<file path="src/rtl/maes_pkg.sv">
// ============================================================================
//  Module      : maes_pkg
//  Description : Shared types and constants for the Modified AES-128 round
//                sequencer.
//  Revision    : 1.0 - initial release
// ============================================================================
`default_nettype none

package maes_pkg;

  localparam int MAES_BLK_W      = 128;
  localparam int MAES_RND_W      = 4;
  localparam int MAES_NUM_ROUNDS = 10;

  typedef enum logic [1:0] {
    ST_IDLE  = 2'd0,
    ST_ISSUE = 2'd1,
    ST_WAIT  = 2'd2,
    ST_OUT   = 2'd3
  } maes_ctrl_state_t;

endpackage

`default_nettype wire

</file>
<file path="src/rtl/maes_round_ctrl.sv">
// ============================================================================
//  Module      : maes_round_ctrl
//  Description : Round sequencer for the Modified AES-128 encrypt path.
//                Accepts a plaintext/key pair, applies the initial
//                AddRoundKey, drives NUM_ROUNDS round operations through an
//                external datapath of latency DP_LAT and returns the
//                ciphertext. One block in flight at a time.
//                Optional feature macro: MAES_PERF_CNT_EN adds a saturating
//                32-bit count of non-idle cycles on port perf_cycles.
//  Revision    : 1.0 - initial release
// ============================================================================
`default_nettype none

module maes_round_ctrl
  import maes_pkg::*;
#(
  parameter int NUM_ROUNDS = MAES_NUM_ROUNDS,
  parameter int DP_LAT     = 1
) (
  input  logic                  clk,
  input  logic                  rst,
  input  logic                  in_valid,
  output logic                  in_ready,
  input  logic [MAES_BLK_W-1:0] in_data,
  input  logic [MAES_BLK_W-1:0] in_key,
  output logic                  out_valid,
  input  logic                  out_ready,
  output logic [MAES_BLK_W-1:0] out_data,
  output logic                  rnd_start,
  output logic [MAES_BLK_W-1:0] rnd_data,
  output logic [MAES_RND_W-1:0] rnd_num,
  output logic                  rnd_final,
  output logic [MAES_BLK_W-1:0] cipher_key,
  input  logic [MAES_BLK_W-1:0] rnd_result
`ifdef MAES_PERF_CNT_EN
  ,
  output logic [31:0]           perf_cycles
`endif
);

  localparam logic [MAES_RND_W-1:0] c_LAST_RND = MAES_RND_W'(NUM_ROUNDS);
  localparam logic [MAES_RND_W-1:0] c_LAT_LOAD = MAES_RND_W'(DP_LAT - 1);

  maes_ctrl_state_t        r_state;
  maes_ctrl_state_t        w_state_nxt;
  logic [MAES_BLK_W-1:0]   r_blk;        // running cipher state
  logic [MAES_BLK_W-1:0]   r_cipher_key;
  logic [MAES_RND_W-1:0]   r_round;
  logic [MAES_RND_W-1:0]   r_lat_cnt;
  logic                    r_rnd_start;
  logic                    r_out_valid;
  logic                    w_last_rnd;
  logic                    w_lat_done;

  assign w_last_rnd = (r_round == c_LAST_RND);
  assign w_lat_done = (r_lat_cnt == '0);

  // The running state doubles as the round input and, once the last round
  // has been captured, as the ciphertext; it is frozen in OUT.
  assign in_ready   = (r_state == ST_IDLE);
  assign out_valid  = r_out_valid;
  assign out_data   = r_blk;
  assign rnd_start  = r_rnd_start;
  assign rnd_data   = r_blk;
  assign rnd_num    = r_round;
  assign rnd_final  = w_last_rnd;
  assign cipher_key = r_cipher_key;

  // FSM state register.
  always_ff @(posedge clk) begin
    if (rst) r_state <= ST_IDLE;
    else     r_state <= w_state_nxt;
  end

  // Next-state decode: one ISSUE cycle per round, then DP_LAT WAIT cycles.
  always_comb begin
    w_state_nxt = r_state;
    case (r_state)
      ST_IDLE:  if (in_valid)  w_state_nxt = ST_ISSUE;
      ST_ISSUE:                w_state_nxt = ST_WAIT;
      ST_WAIT:  if (w_lat_done) w_state_nxt = w_last_rnd ? ST_OUT : ST_ISSUE;
      ST_OUT:   if (out_ready) w_state_nxt = ST_IDLE;
      default:                 w_state_nxt = ST_IDLE;
    endcase
  end

  // Block state, round/latency counters and registered handshake strobes.
  always_ff @(posedge clk) begin
    if (rst) begin
      r_blk        <= '0;
      r_cipher_key <= '0;
      r_round      <= '0;
      r_lat_cnt    <= '0;
      r_rnd_start  <= 1'b0;
      r_out_valid  <= 1'b0;
    end else begin
      r_rnd_start <= (w_state_nxt == ST_ISSUE);
      r_out_valid <= (w_state_nxt == ST_OUT);
      case (r_state)
        ST_IDLE: begin
          if (in_valid) begin
            r_blk        <= in_data ^ in_key;
            r_cipher_key <= in_key;
            r_round      <= MAES_RND_W'(1);
          end
        end
        ST_ISSUE: r_lat_cnt <= c_LAT_LOAD;
        ST_WAIT: begin
          if (w_lat_done) begin
            r_blk <= rnd_result;
            if (!w_last_rnd) r_round <= r_round + MAES_RND_W'(1);
          end else begin
            r_lat_cnt <= r_lat_cnt - MAES_RND_W'(1);
          end
        end
        default: ;
      endcase
    end
  end

`ifdef MAES_PERF_CNT_EN
  logic [31:0] r_perf_cycles;

  assign perf_cycles = r_perf_cycles;

  // Saturating count of cycles spent outside IDLE.
  always_ff @(posedge clk) begin
    if (rst) begin
      r_perf_cycles <= '0;
    end else if ((r_state != ST_IDLE) && (r_perf_cycles != 32'hFFFF_FFFF)) begin
      r_perf_cycles <= r_perf_cycles + 32'd1;
    end
  end
`endif

endmodule

`default_nettype wire

</file>
<file path="config.mk">
export PLATFORM = sky130hd
export DESIGN_NAME = maes_round_ctrl
export DESIGN_NICKNAME = d
export VERILOG_FILES = /design/src/rtl/maes_pkg.sv /design/src/rtl/maes_round_ctrl.sv
export SDC_FILE = /design/constraint.sdc
export NUM_CORES = 1
export LEC_CHECK = 0
export ABC_AREA = 0
export ABC_CLOCK_PERIOD_IN_PS = 1600
export BUFFER_PORTS_ARGS = -buffer_cell sky130_fd_sc_hd__buf_2
export CORE_AREA = 2 2 300 302
export DETAILED_ROUTE_END_ITERATION = 8
export DIE_AREA = 0 0 302 304
export SLEW_MARGIN = 5
export SYNTH_ARGS = -nofsm -noshare
export SYNTH_HDL_FRONTEND = slang
export SYNTH_SLANG_ARGS = --single-unit
</file>
<file path="constraint.sdc">
create_clock -name clk -period 1.6 [get_ports clk]
set_input_delay 0.32 -clock clk [delete_from_list [all_inputs] [get_ports clk]]
set_output_delay 0.32 -clock clk [all_outputs]
set_load 0.05 [all_outputs]
</file>
Word-level counts from Yosys, hierarchy flattened
Index checks and enable logic that the tools add are counted.

storage, ports and cells
  register bits after elaboration = 268
  input port bits = 388
  output and inout bits = 392
  logic and storage cells = 42

operators by class
  add/subtract/negate cells = 2
  equal/unequal tests = 10
  multiplexer cells = 14
  bitwise gates (word level) = 1
  reduce and logical (&&, ||, !) cells = 8

operator list
  kind                                                                   number
  128-bit 2-to-1 mux                                                     2
  128-bit case mux with 2 select lines                                   1
  128-bit XOR                                                            1
  4-bit 2-to-1 mux                                                       4
  4-bit case mux with 2 select lines                                     2
  2-bit 2-to-1 mux                                                       4
  2-bit != test, second input constant                                   4
  2-bit case mux with 4 select lines                                     1
  2-bit equality test, second input constant                             3
  4-bit by 1-bit adder with 4-bit output, second input constant          1
  2-bit by 1-bit equality test with 1-bit output, second input constant  2
  4-bit equality test, second input constant                             1
  4-bit logical NOT                                                      1
  2-bit AND reduction                                                    2
  4-bit AND reduction                                                    1
  2-bit nonzero test                                                     2
  4-bit by 1-bit subtractor with 4-bit output, second input constant     1
  3-bit AND reduction                                                    1
  2-bit logical NOT                                                      1

Longest topological paths before layout
Gate-level depths: netlist of run 1.

  depth in word-level cells = 5
  gate-level depth with buffers = 8
  depth with buffers taken out = 6

Worst setup path after synthesis of run 1
Ideal clock, no wire load.

  path kind = register to register
  start = register r_round[1], in the netlist rnd_num[1]
  end = register r_round[0], in the netlist rnd_num[0]
  arrival time = 1.961 ns
  data required time = 1.446 ns
  slack = -0.515 ns
  cell stages (with the launch flop) = 7
  buffers on the path = 1
  cell sequence = dfxtp_1 -> ha_1 -> and3b_1 -> clkbuf_1 -> nand2_1 -> a21oi_1 -> a211oi_1

on the way
  longest elaborated chain between the ends = 3

RTL lines
  item                                  line                    source
  from (decl)                           maes_round_ctrl.sv:48   logic [MAES_RND_W-1:0] r_round;
  from (signal assigned)                maes_round_ctrl.sv:111  if (!w_last_rnd) r_round <= r_round + MAES_RND_W'(1);
  4-bit equality test                   maes_round_ctrl.sv:55   assign w_last_rnd = (r_round == c_LAST_RND);
  net rnd_final                         maes_round_ctrl.sv:32   output logic rnd_final,
  2-bit != test (no source line)        -
  4-bit AND reduction (no source line)  -

The timed path passes the listed nets, and every way through them passes these cells.
A chain may end at the register's enable or synchronous reset.

Final worst setup path of run 1
  start = register r_lat_cnt[1]
  end = register r_blk[82], in the netlist out_data[82]

on the way
  longest elaborated chain between the ends = 3

RTL lines
  item                                  line                    source
  from (decl)                           maes_round_ctrl.sv:49   logic [MAES_RND_W-1:0] r_lat_cnt;
  from (signal assigned)                maes_round_ctrl.sv:107  ST_ISSUE: r_lat_cnt <= c_LAT_LOAD;
  from (signal assigned)                maes_round_ctrl.sv:113  r_lat_cnt <= r_lat_cnt - MAES_RND_W'(1);
  4-bit logical NOT                     maes_round_ctrl.sv:56   assign w_lat_done = (r_lat_cnt == '0);
  2-bit != test (no source line)        -
  3-bit AND reduction (no source line)  -
  to (signal assigned)                  maes_round_ctrl.sv:102  r_blk <= in_data ^ in_key;
  to (signal assigned)                  maes_round_ctrl.sv:110  r_blk <= rnd_result;
  to (decl)                             maes_round_ctrl.sv:46   logic [MAES_BLK_W-1:0] r_blk;

Every way passes these cells.

==> results of run 1 <==
-- per-stage QoR --
| stage | utilization, % | area (um2) | setup slack, ps | total power, mW | hold WS (ps) |
|---|---|---|---|---|---|
| 3_3_place_gp | 20.26 | 18040 | -129.7 | 15.06 | 439.2 |
| 4_1_cts | 23.94 | 21320 | -238.1 | 24.14 | 0.3162 |
| 6_report | 27.23 | 24240 | -195.8 | 25.38 | 41.46 |
| 2_1_floorplan | - | 12910 | 1.019 | 12.92 | 453.4 |
| 5_1_grt | 27.22 | 24240 | -275.7 | 26.31 | 19.09 |
| 3_5_place_dp | 20.26 | 18040 | -154.7 | 15.09 | 443.2 |
-- flip-flops by register name, summed over array words and instances, names as in the netlist --
signal / flops
out_valid: 1
r_state: 2
cipher_key: 128
out_data: 128
rnd_start: 1
r_lat_cnt: 4
rnd_num: 4
-- final timing paths --
path | startpoint | to | slack (ps) | cells after the start
min | in_key[3] | cipher_key[3]$_SDFFE_PP0P_ | 40 | 3
min reg2reg | cipher_key[112]$_SDFFE_PP0P_ | cipher_key[112]$_SDFFE_PP0P_ | 450 | 2
max | r_lat_cnt[1]$_SDFFE_PP0P_ | out_data[82]$_SDFFE_PP0P_ | -200 | 10
max reg2reg | r_lat_cnt[1]$_SDFFE_PP0P_ | out_data[82]$_SDFFE_PP0P_ | -200 | 10
-- metal layers --
metal	part of all wire [%]	wire, um	vias to the layer above
li1	-	-	7083
met1	40	29160	7416
met2	47	34120	828
met3	7.4	5333	193
met4	5.1	3661	0
met5	0	0	-
-- power by group through the flow --
stage | Combinational, mW | Sequential, mW | Clock, mW
2_1_floorplan | 3.22 | 9.70 | 0
3_3_place_gp | 7.20 | 7.86 | 0
3_5_place_dp | 7.22 | 7.87 | 0
4_1_cts | 8.04 | 7.76 | 8.35
5_1_grt | 9.83 | 7.90 | 8.58
6_report | 9.42 | 7.84 | 8.12
-- placed cells by master, fill, tap and decap left out, types with 65 or more instances in the layout --
cell type        n
buf_2          702
a21oi_1         84
xor2_1         128
buf_4          143
o21ai_0         82
clkbuf_16       65
nor2_1         180
dlygate4sd3_1   77
nand2_1        200
dfxtp_1        247
-- cell families (layout without fill, tap and decap cells) --
family / after synthesis / in the layout / share of synthesized area, %
buffers and inverters: 265 / 1135 / 12.21
and+or+nand+nor: 599 / 599 / 19.27
xor gates and xnor gates: 128 / 128 / 8.697
other: 0 / 3 / 0
DFF: 268 / 268 / 41.62
muxes: 2 / 2 / 0.1650
AOI/OAI and AO/OA: 355 / 355 / 17.66
adders and majority gates: 4 / 4 / 0.3883
-- worst register-to-register path, stage by stage (launching register included) --
cell and delay (ps):
dfxtp_2 320, inv_2 80, ha_4 130, and4bb_4 250, o21ai_4 70, buf_12 150
buf_12 120, buf_12 140, buf_6 130, buf_12 130, o41ai_2 190
-- cell type report --
| type | count | area, um2 |
|---|---|---|
| timing repair buffer | 1068 | 7978 |
| sequential | 268 | 5404 |
| antenna | 3 | 7.507 |
| inverter | 6 | 30.03 |
| multi-input combinational | 1088 | 8179 |
| tap | 1176 | 1471 |
| clock buffer | 51 | 1089 |
| fill | 9350 | 64800 |
| clock inverter | 10 | 86.33 |
-- synthesized netlist by cell type --
cell      instances
buf_4           134
buf_2            55
nor2_1          184
or4b_1            1
buf_6             1
o31ai_1          82
or4_1             1
nand2_1         269
mux2_2            1
nor2b_4           1
mux2i_1           1
nor2b_1           1
o21ai_0          82
o32ai_1           2
inv_2             1
a22o_1            1
inv_1             5
dfxtp_1         268
a32o_1            1
o41ai_1          37
xor2_1          128
and3b_1           1
nor3b_2           1
nor3b_1           2
clkbuf_1         61
nor3_1            2
ha_1              4
o41ai_2          10
and4bb_4          1
a31oi_1           4
o211ai_1          1
or3b_1            1
o21a_1            1
a21oi_1         131
buf_1             8
o21ai_4           1
or3_1             3
a211oi_1          1
nand3_1         131
a21boi_0          1
-- timing repair --
action,in CTS,in global routing
pin swaps,38,138
setup endpoints to repair,206,248
endpoints found under the hold margin,77,0
gates cloned,10,33
buffers inserted,26,24
hold buffers,77,0
resized for setup,223,435
==> run metrics, run 1 <==
post-synth top area share 41.62%; critical path type register to register; dpl hpwl 45.06 mm; cells after synthesis 1,621; drt first pass iters 5; Comb pwr share 37.1%; clock skew 12.22 ps; Layout Area Growth over Synthesis 88.07%; switching pwr 10.13 mW; total of max-cap violations 0; Critical Path End Type register; WL final 72.28 mm; endpoints failing hold 0; Power Dens Cells 1047 mW/mm2; clock latency on the worst-skew pair 550 ps; met3 GRT Util 2.841%; met2 GRT Util 20.99%; die area 0.09181 mm2; met1 Use GR 14.98%; cell family with most CP delay buffers and inverters; Sw Share 39.89%; Clock Path Buffers 3; # DRC 0; Max Slew Vio Count 0; buffers plus inverters on the worst setup path 6; Area contributors post-synth dfxtp_1, xor2_1, nand2_1; TritonCTS clock tree done; DRT iter0 DRCs 1,152; Nets 2,858; placed insts 3,446; Worst setup SP type register; routed length per instance 19.69 um; CTS clk-pin slew, worst paths 60 ps; die height 304 um; Mapped Area 0.01289 mm2; HP Class input port to register; normalized max-slew margin 67.24%; Sum Neg Setup Slack -21,320 ps; first-pass GRT wire length 87.00 mm; Tmin final 1796 ps; clock power share 32.0%; syn nets 2,013; root buffer cell clkbuf_16; core area 0.08905 mm2; initial antenna violation count 4; Leakage Power 11.05 nW; Tcrit/Tclk final 112.2%; RSZ-0062 raised after global routing yes; Int Pwr 15.26 mW; violated checks setup timing; CTS buffer count 34; H-tree Lvls 2; post-synthesis cell type count 40; boundary pin count 780; largest net degree at the start of global routing 57; Yosys Warn Count 0; Critical Path Max Stage Delay 320 ps; part of the power in registers 30.9%; CP Max Fanout 6; cells along the critical path inv_2 > ha_4 > and4bb_4 > o21ai_4 > buf_12 > buf_12 > buf_12 > buf_6 > buf_12 > o41ai_2; via count 15,520; PnR worst setup slack -195.8 ps; worst slew pin tran 489.8 ps; Starting Density 14.48%; final non-filler cell total 3,670; clock tree sinks 268; Peak Freq 556.8 MHz; # setup viols final 258; gpl congestion 0.9121; layout cell share with drive strength beyond 1 55.80%; number of synthesized register bits 268; Critical-path top delay cell dfxtp_2; Seq/Total Area, Yosys 41.62%; Port Buf Inserts 779; VDD IR max 0.0008572 V; CP most frequent cell buf_12; vias in the first global route 14,060; Placement Rows 110; busiest grt layer met2; status finished, violations left; worst path arrival time 2250 ps; post-route ant nets 0; Synth area leader dfxtp_1; Syn Area/Cell 7.953 um2; Die Wd 302 um; vias per cell 4.229; Req. time, crit path 2060 ps; GR Overflow Total 0; overall global routing resource usage 12.46%
(Power assumes the default switching activity.)
==> inputs of run 2 (changes only) <==
==> constraint.sdc (replaced) <==
create_clock -name clk -period 1.6 [get_ports clk]
set_input_delay 0.24 -clock clk [delete_from_list [all_inputs] [get_ports clk]]
set_output_delay 0.24 -clock clk [all_outputs]
set_load 0.05 [all_outputs]
==> run 2 against run 1 <==
  * Sequential share of layout area grew 2.3 points
  * Wire length shrank 13%
  * Critical path depth shrank 3
  * Highest routed layer unchanged
  * The run still ends with setup timing left
  * Die area is the same
==> run metrics, run 2 (synthesized netlist as in run 1, its figures left out) <==
status finished, violations left (unchanged); violated checks setup timing (unchanged); Worst setup SP type register (unchanged); Tcrit/Tclk final 107.1% (was 112.2%); routed wl met3 5.039 mm (was 5.333 mm); # DRC 0 (unchanged); commonest cells after routing, fill and taps aside buf_2, dfxtp_1, nand2_1 (unchanged); VDD IR max 0.0008482 V (was 0.0008572 V); vias per cell 4.082 (was 4.229); Worst Hold End out_data[112]$_SDFFE_PP0P_ (was cipher_key[3]$_SDFFE_PP0P_); GR Overflow Total 0 (unchanged); # diodes 0 (was 3); hold path depth 3 (unchanged); CP Max Fanout 15 (was 6); critical path type register to register (unchanged); area post-placement 0.01797 mm2 (was 0.01804 mm2); clock latency on the worst-skew pair 540 ps (was 550 ps); TritonCTS clock tree done (unchanged); most common cell after layout, fill and taps aside buf_2 (unchanged); utilization after layout 24.61% (was 27.23%); layout cell share with drive strength beyond 1 43.66% (was 55.80%); via count 15,080 (was 15,520); Die Wd 302 um (unchanged); Req. time, crit path 2030 ps (was 2060 ps); dpl hpwl 44.56 mm (was 45.06 mm); vias in the first global route 14,230 (was 14,060); Critical Path End Type register (unchanged); boundary pin count 780 (unchanged); CTS clk-pin slew, worst paths 60 ps (about the same); core area 0.08905 mm2 (unchanged); RSZ-0062 raised after global routing yes (unchanged); Metal-1 WL 25.66 mm (was 29.16 mm); worst path arrival time 2150 ps (was 2250 ps); Peak Freq 583.4 MHz (was 556.8 MHz); DRT iter0 DRCs 1,099 (was 1,152); worst slew pin tran 460.7 ps (was 489.8 ps); R2R depth 7 (was 10); # setup viols final 136 (was 258); drt first pass iters 5 (unchanged); highest routed layer met4 (unchanged); Max Slew Vio Count 0 (unchanged); post-route ant nets 0 (unchanged); Tmin final 1714 ps (was 1796 ps); Leakage Power 10.38 nW (was 11.05 nW); first-pass GRT wire length 85.84 mm (was 87.00 mm); clock tree sinks 268 (unchanged); gpl congestion 0.9061 (was 0.9121); RR Startpoint r_lat_cnt[0]$_SDFFE_PP0P_ (was r_lat_cnt[1]$_SDFFE_PP0P_); Reg2Reg Setup Slack -110 ps (was -200 ps); met2 WL 29.87 mm (was 34.12 mm); Clock Path Buffers 3 (unchanged); routed length per instance 17.05 um (was 19.69 um); H-tree Lvls 2 (unchanged); Port Buf Inserts 779 (unchanged); Starting Density 14.48% (unchanged); Fill cells 9,628 (was 9,350); endpoints failing hold 0 (unchanged); Nets 2,885 (was 2,858); die height 304 um (unchanged); die area 0.09181 mm2 (unchanged); largest net degree at the start of global routing 62 (was 57); Layout Area Growth over Synthesis 70.01% (was 88.07%); post-route cell area 0.02192 mm2 (was 0.02424 mm2); total of max-cap violations 0 (unchanged); clock skew 15.69 ps (was 12.22 ps); root buffer cell clkbuf_16 (unchanged); WL final 62.96 mm (was 72.28 mm); R2R Path End out_data[110]$_SDFFE_PP0P_ (was out_data[82]$_SDFFE_PP0P_); CTS buffer count 34 (unchanged); Placement Rows 110 (unchanged); hold_ws 39.49 ps (was 41.46 ps); PnR worst setup slack -114.2 ps (was -195.8 ps); hold_sp rnd_result[112] (was in_key[3]); Power Dens Cells 1082 mW/mm2 (was 1047 mW/mm2); overall global routing resource usage 12.17% (was 12.46%); HP Class input port to register (unchanged); initial antenna violation count 2 (was 4); normalized max-slew margin 69.29% (was 67.24%)
run 2: cell count changes in the layout (fill, tap and decap cells not counted), moves of 42 or more:
cell           change
buf_2             +72
buf_4             -60
dlygate4sd3_1     +95
nand2_1           +49
nand3_1           +78
nand3_2           -42
o31ai_1           +54
run 2: per-layer routing:
| metal | GRT usage (%) | vias to the layer above |
|---|---|---|
| met5 | 0 | - |
| met2 | 20.74 | 760 |
| met3 | 2.963 | 128 |
| li1 | - | 7118 |
| met4 | 5.066 | 0 |
| met1 | 14.49 | 7069 |
run 2: worst max path at each step:
stage / from / endpoint / depth (start not counted)
floorplan: r_lat_cnt[0]$_SDFFE_PP0P_ / out_data[113]$_SDFFE_PP0P_ / 8
global placement: r_lat_cnt[0]$_SDFFE_PP0P_ / out_data[116]$_SDFFE_PP0P_ / 8
detailed placement: r_lat_cnt[0]$_SDFFE_PP0P_ / out_data[94]$_SDFFE_PP0P_ / 7
CTS: rnd_num[0]$_SDFFE_PP0P_ / rnd_final / 4
global route: r_lat_cnt[1]$_SDFFE_PP0P_ / out_data[69]$_SDFFE_PP0P_ / 8
finish: r_lat_cnt[0]$_SDFFE_PP0P_ / out_data[110]$_SDFFE_PP0P_ / 7
run 2: area by class of cell:
cell class / count / area (um2) / area share [%]
sequential: 268 / 5385 / 24.57
multi-input combinational: 1088 / 6539 / 29.84
clock buffer: 52 / 1032 / 4.710
timing repair buffer: 1095 / 7365 / 33.60
tap: 1176 / 1471 / 6.714
clock inverter: 8 / 93.84 / 0.4282
inverter: 6 / 30.03 / 0.1370
run 2: metrics by stage:
stage | worst slack (ps) | power (mW) | instances | setup TNS (ps)
final | -114.2 | 23.71 | 3693 | -4428
after global routing | -178.0 | 24.66 | 3693 | -20450
after CTS | -147.3 | 23.60 | 3674 | -5653
after detailed placement | -191.7 | 15.04 | 3435 | -12110
after global placement | -114.2 | 15.02 | 3435 | -7222
after floorplan | 1.019 | 12.92 | 1621 | 0
run 2: critical path, cell delays in order, from the launching register on:
cell,delay (ps)
dfxtp_2,320
inv_2,70
ha_4,140
and4bb_4,260
o21ai_4,80
buf_12,160
buf_6,180
o41ai_4,360
run 2: power by group:
group          internal [mW]  total, mW  switching (mW)
sequential              7.26       7.74           0.479
combinational           2.41       8.00            5.60
clock                   4.77       7.97            3.20
run 2: what timing repair did:
| item | 4_1_cts | 5_1_grt |
|---|---|---|
| pin swaps | 3 | 32 |
| gates resized for setup | 73 | 90 |
| cloned | 0 | 9 |
| setup endpoints to repair | 173 | 249 |
| setup buffers | 8 | 9 |
| hold buffers | 171 | 1 |
| endpoints found under the hold margin | 170 | 1 |
==> inputs of run 3 (changes only) <==
--- a/config.mk
+++ b/config.mk
@@ -9,4 +9,5 @@
 export ABC_CLOCK_PERIOD_IN_PS = 1600
 export BUFFER_PORTS_ARGS = -buffer_cell sky130_fd_sc_hd__buf_2
+export CAP_MARGIN = 20
 export CORE_AREA = 2 2 300 302
 export DETAILED_ROUTE_END_ITERATION = 8
==> constraint.sdc (replaced) <==
create_clock -name clk -period 1.6 [get_ports clk]
set_input_delay 0.16 -clock clk [delete_from_list [all_inputs] [get_ports clk]]
set_output_delay 0.16 -clock clk [all_outputs]
set_load 0.05 [all_outputs]
==> run 3 against run 2 <==
  * Die area stayed put
  * Worst hold slack worse by 27 ps
  * The run still ends with setup timing left
  * Combinational power is 15% higher
  * Maximum frequency is 4.2% lower
  * First-iteration DRC count is 28% higher
  * Largest cell class unchanged
  * Non-clock buffer count is 210 higher
  * Total power is 6.6% higher
  * Critical path depth is 2 higher
  * Highest routed layer unchanged
  * Sequential share of layout area is 3.2 points lower
  * Sequential power is 0.9% higher
==> run metrics, run 3 (synthesized netlist as in run 1, its figures left out) <==
hold path depth 4 (was 3); Clock Path Buffers 3 (unchanged); R2R depth 9 (was 7); Placement Rows 110 (unchanged); total of max-cap violations 0 (unchanged); overall global routing resource usage 13.35% (was 12.17%); status finished, violations left (unchanged); R2R Path End out_data[114]$_SDFFE_PP0P_ (was out_data[110]$_SDFFE_PP0P_); worst slew pin tran 501.8 ps (was 460.7 ps); Tmin final 1790 ps (was 1714 ps); Nets 3,096 (was 2,885); DRT iter0 DRCs 1,403 (was 1,099); PnR worst setup slack -190.1 ps (was -114.2 ps); die height 304 um (unchanged); first-pass GRT wire length 94.19 mm (was 85.84 mm); RSZ-0062 raised after global routing yes (unchanged); most common cell after layout, fill and taps aside buf_2 (unchanged); Starting Density 14.48% (unchanged); worst path arrival time 2240 ps (was 2150 ps); part of the power in registers 30.9% (was 32.6%); endpoints failing hold 0 (unchanged); clock skew 15.50 ps (was 15.69 ps); via count 16,590 (was 15,080); CTS clk-pin slew, worst paths 60 ps (about the same); critical path type register to register (unchanged); WL final 72.16 mm (was 62.96 mm); Worst Hold End out_data[72]$_SDFFE_PP0P_ (was out_data[112]$_SDFFE_PP0P_); routed length per instance 18.46 um (was 17.05 um); normalized max-slew margin 66.43% (was 69.29%); area post-placement 0.01800 mm2 (was 0.01797 mm2); Critical Path End Type register (unchanged); RR Startpoint r_lat_cnt[1]$_SDFFE_PP0P_ (was r_lat_cnt[0]$_SDFFE_PP0P_); Comb pwr share 36.4% (was 33.8%); Sum Neg Setup Slack -14,980 ps (was -4428 ps); H-tree Lvls 2 (unchanged); clock power share 32.7% (was 33.6%); clock tree sinks 268 (unchanged); initial antenna violation count 7 (was 2); clock latency on the worst-skew pair 550 ps (was 540 ps); GR Overflow Total 0 (unchanged); violated checks setup timing (unchanged); buffers plus inverters on the worst setup path 4 (was 3); Worst setup SP type register (unchanged); # setup viols final 132 (was 136); root buffer cell clkbuf_16 (unchanged); HP Class input port to register (unchanged); die area 0.09181 mm2 (unchanged); Tcrit/Tclk final 111.9% (was 107.1%); Req. time, crit path 2050 ps (was 2030 ps); overall power 25.26 mW (was 23.71 mW); Peak Freq 558.6 MHz (was 583.4 MHz); Layout Area Growth over Synthesis 95.38% (was 70.01%); Die Wd 302 um (unchanged); Critical-path top delay cell dfxtp_2 (was o41ai_4); Power Dens Cells 1003 mW/mm2 (was 1082 mW/mm2); Reg2Reg Setup Slack -190 ps (was -110 ps); cell family with most CP delay buffers and inverters (was compound AO/OA/AOI/OAI gates); CTS buffer count 35 (was 34); post-route cell area 0.02519 mm2 (was 0.02192 mm2); vias in the first global route 15,880 (was 14,230); Leakage Power 11.57 nW (was 10.38 nW); CP Max Fanout 9 (was 15); dpl hpwl 45.01 mm (was 44.56 mm); DP Worst Slack -185.1 ps (was -191.7 ps); commonest cells after routing, fill and taps aside buf_2, dlygate4sd3_1, nand2_1 (was buf_2, dfxtp_1, nand2_1); drt first pass iters 5 (unchanged); hold_sp in_data[72] (was rnd_result[112]); post-route ant nets 0 (unchanged); Int Pwr 15.30 mW (was 14.43 mW); gpl congestion 0.9242 (was 0.9061); Sw Share 39.44% (was 39.13%); hold_ws 12.21 ps (was 39.49 ps); VDD IR max 0.0008422 V (was 0.0008482 V); TritonCTS clock tree done (unchanged); # DRC 0 (unchanged); switching pwr 9.965 mW (was 9.277 mW); cells along the critical path inv_2 > ha_4 > and4bb_4 > o21ai_4 > buf_12 > buf_16 > clkbuf_16 > nand3_1 > o41ai_2 (was inv_2 > ha_4 > and4bb_4 > o21ai_4 > buf_12 > buf_6 > o41ai_4); core area 0.08905 mm2 (unchanged); Critical Path Max Stage Delay 330 ps (was 360 ps); vias per cell 4.243 (was 4.082); layout cell share with drive strength beyond 1 43.75% (was 43.66%); Fill cells 9,150 (was 9,628); boundary pin count 780 (unchanged); largest net degree at the start of global routing 57 (was 62); Max Slew Vio Count 0 (unchanged); Port Buf Inserts 779 (unchanged)
==> run 3: changes by cell type in the layout (fill, tap and decap cells not counted), sizes merged <==
cell	before	now
dlygate4sd3	172	359
buf	914	924
clkbuf	61	67
diode	0	4
clkinv	5	8
bufinv	2	4
clkinvlp	0	2
bufbuf	0	1
inv	7	8
==> run 3: how the worst max path moves through the flow <==
stage                                      end  slack (ps)                 startpoint  depth (start not counted)
floorplan           out_data[113]$_SDFFE_PP0P_           1  r_lat_cnt[0]$_SDFFE_PP0P_                          8
global placement      out_data[4]$_SDFFE_PP0P_        -140  r_lat_cnt[0]$_SDFFE_PP0P_                          8
detailed placement   out_data[24]$_SDFFE_PP0P_        -190  r_lat_cnt[0]$_SDFFE_PP0P_                          8
CTS                                  rnd_final        -160    rnd_num[0]$_SDFFE_PP0P_                          4
global route        out_data[114]$_SDFFE_PP0P_        -250  r_lat_cnt[1]$_SDFFE_PP0P_                          9
finish              out_data[114]$_SDFFE_PP0P_        -190  r_lat_cnt[1]$_SDFFE_PP0P_                          9
==> run 3: power by group through the flow <==
stage | clock [mW] | sequential (mW) | combinational [mW]
after floorplan | 0 | 9.70 | 3.22
after global placement | 0 | 7.86 | 7.19
after detailed placement | 0 | 7.87 | 7.20
after CTS | 8.49 | 7.74 | 8.26
after global routing | 8.74 | 7.86 | 9.62
final | 8.26 | 7.81 | 9.19
==> run 3: per-stage QoR <==
step           util (%)  std cells
6_report          28.28       3909
3_3_place_gp      20.22       3436
4_1_cts           26.38       3871
2_1_floorplan         -       1621
3_5_place_dp      20.22       3436
5_1_grt           28.28       3909
==> run 3: cell type report <==
| type | instances | area [um2] | share of cell area, % |
|---|---|---|---|
| timing repair buffer | 1305 | 9831 | 39.03 |
| multi-input combinational | 1088 | 7284 | 28.92 |
| sequential | 268 | 5384 | 21.38 |
| tap | 1176 | 1471 | 5.842 |
| clock buffer | 46 | 968.4 | 3.845 |
| clock inverter | 16 | 207.7 | 0.8246 |
| inverter | 6 | 30.03 | 0.1192 |
| antenna | 4 | 10.01 | 0.03974 |
==> run 3: timing repair <==
item	CTS	global route
resized for setup	96	188
hold buffers	359	0
cloned	5	23
setup endpoints to repair	136	247
pin swaps	21	33
setup buffers	9	11
hold endpoints to repair	255	0
==> run 3: layer usage <==
layer | wire, um | vias up | GRT usage [%]
li1 | - | 7553 | -
met1 | 28580 | 7841 | 15.36
met2 | 33930 | 973 | 22.88
met3 | 5891 | 220 | 3.120
met4 | 3761 | 0 | 6.839
met5 | 0 | - | 0
==> run 3: tightest hold or removal path: stages <==
cell and delay [ps]:
buf_2 100, xor2_1 90, nor2_1 90, o31ai_1 70
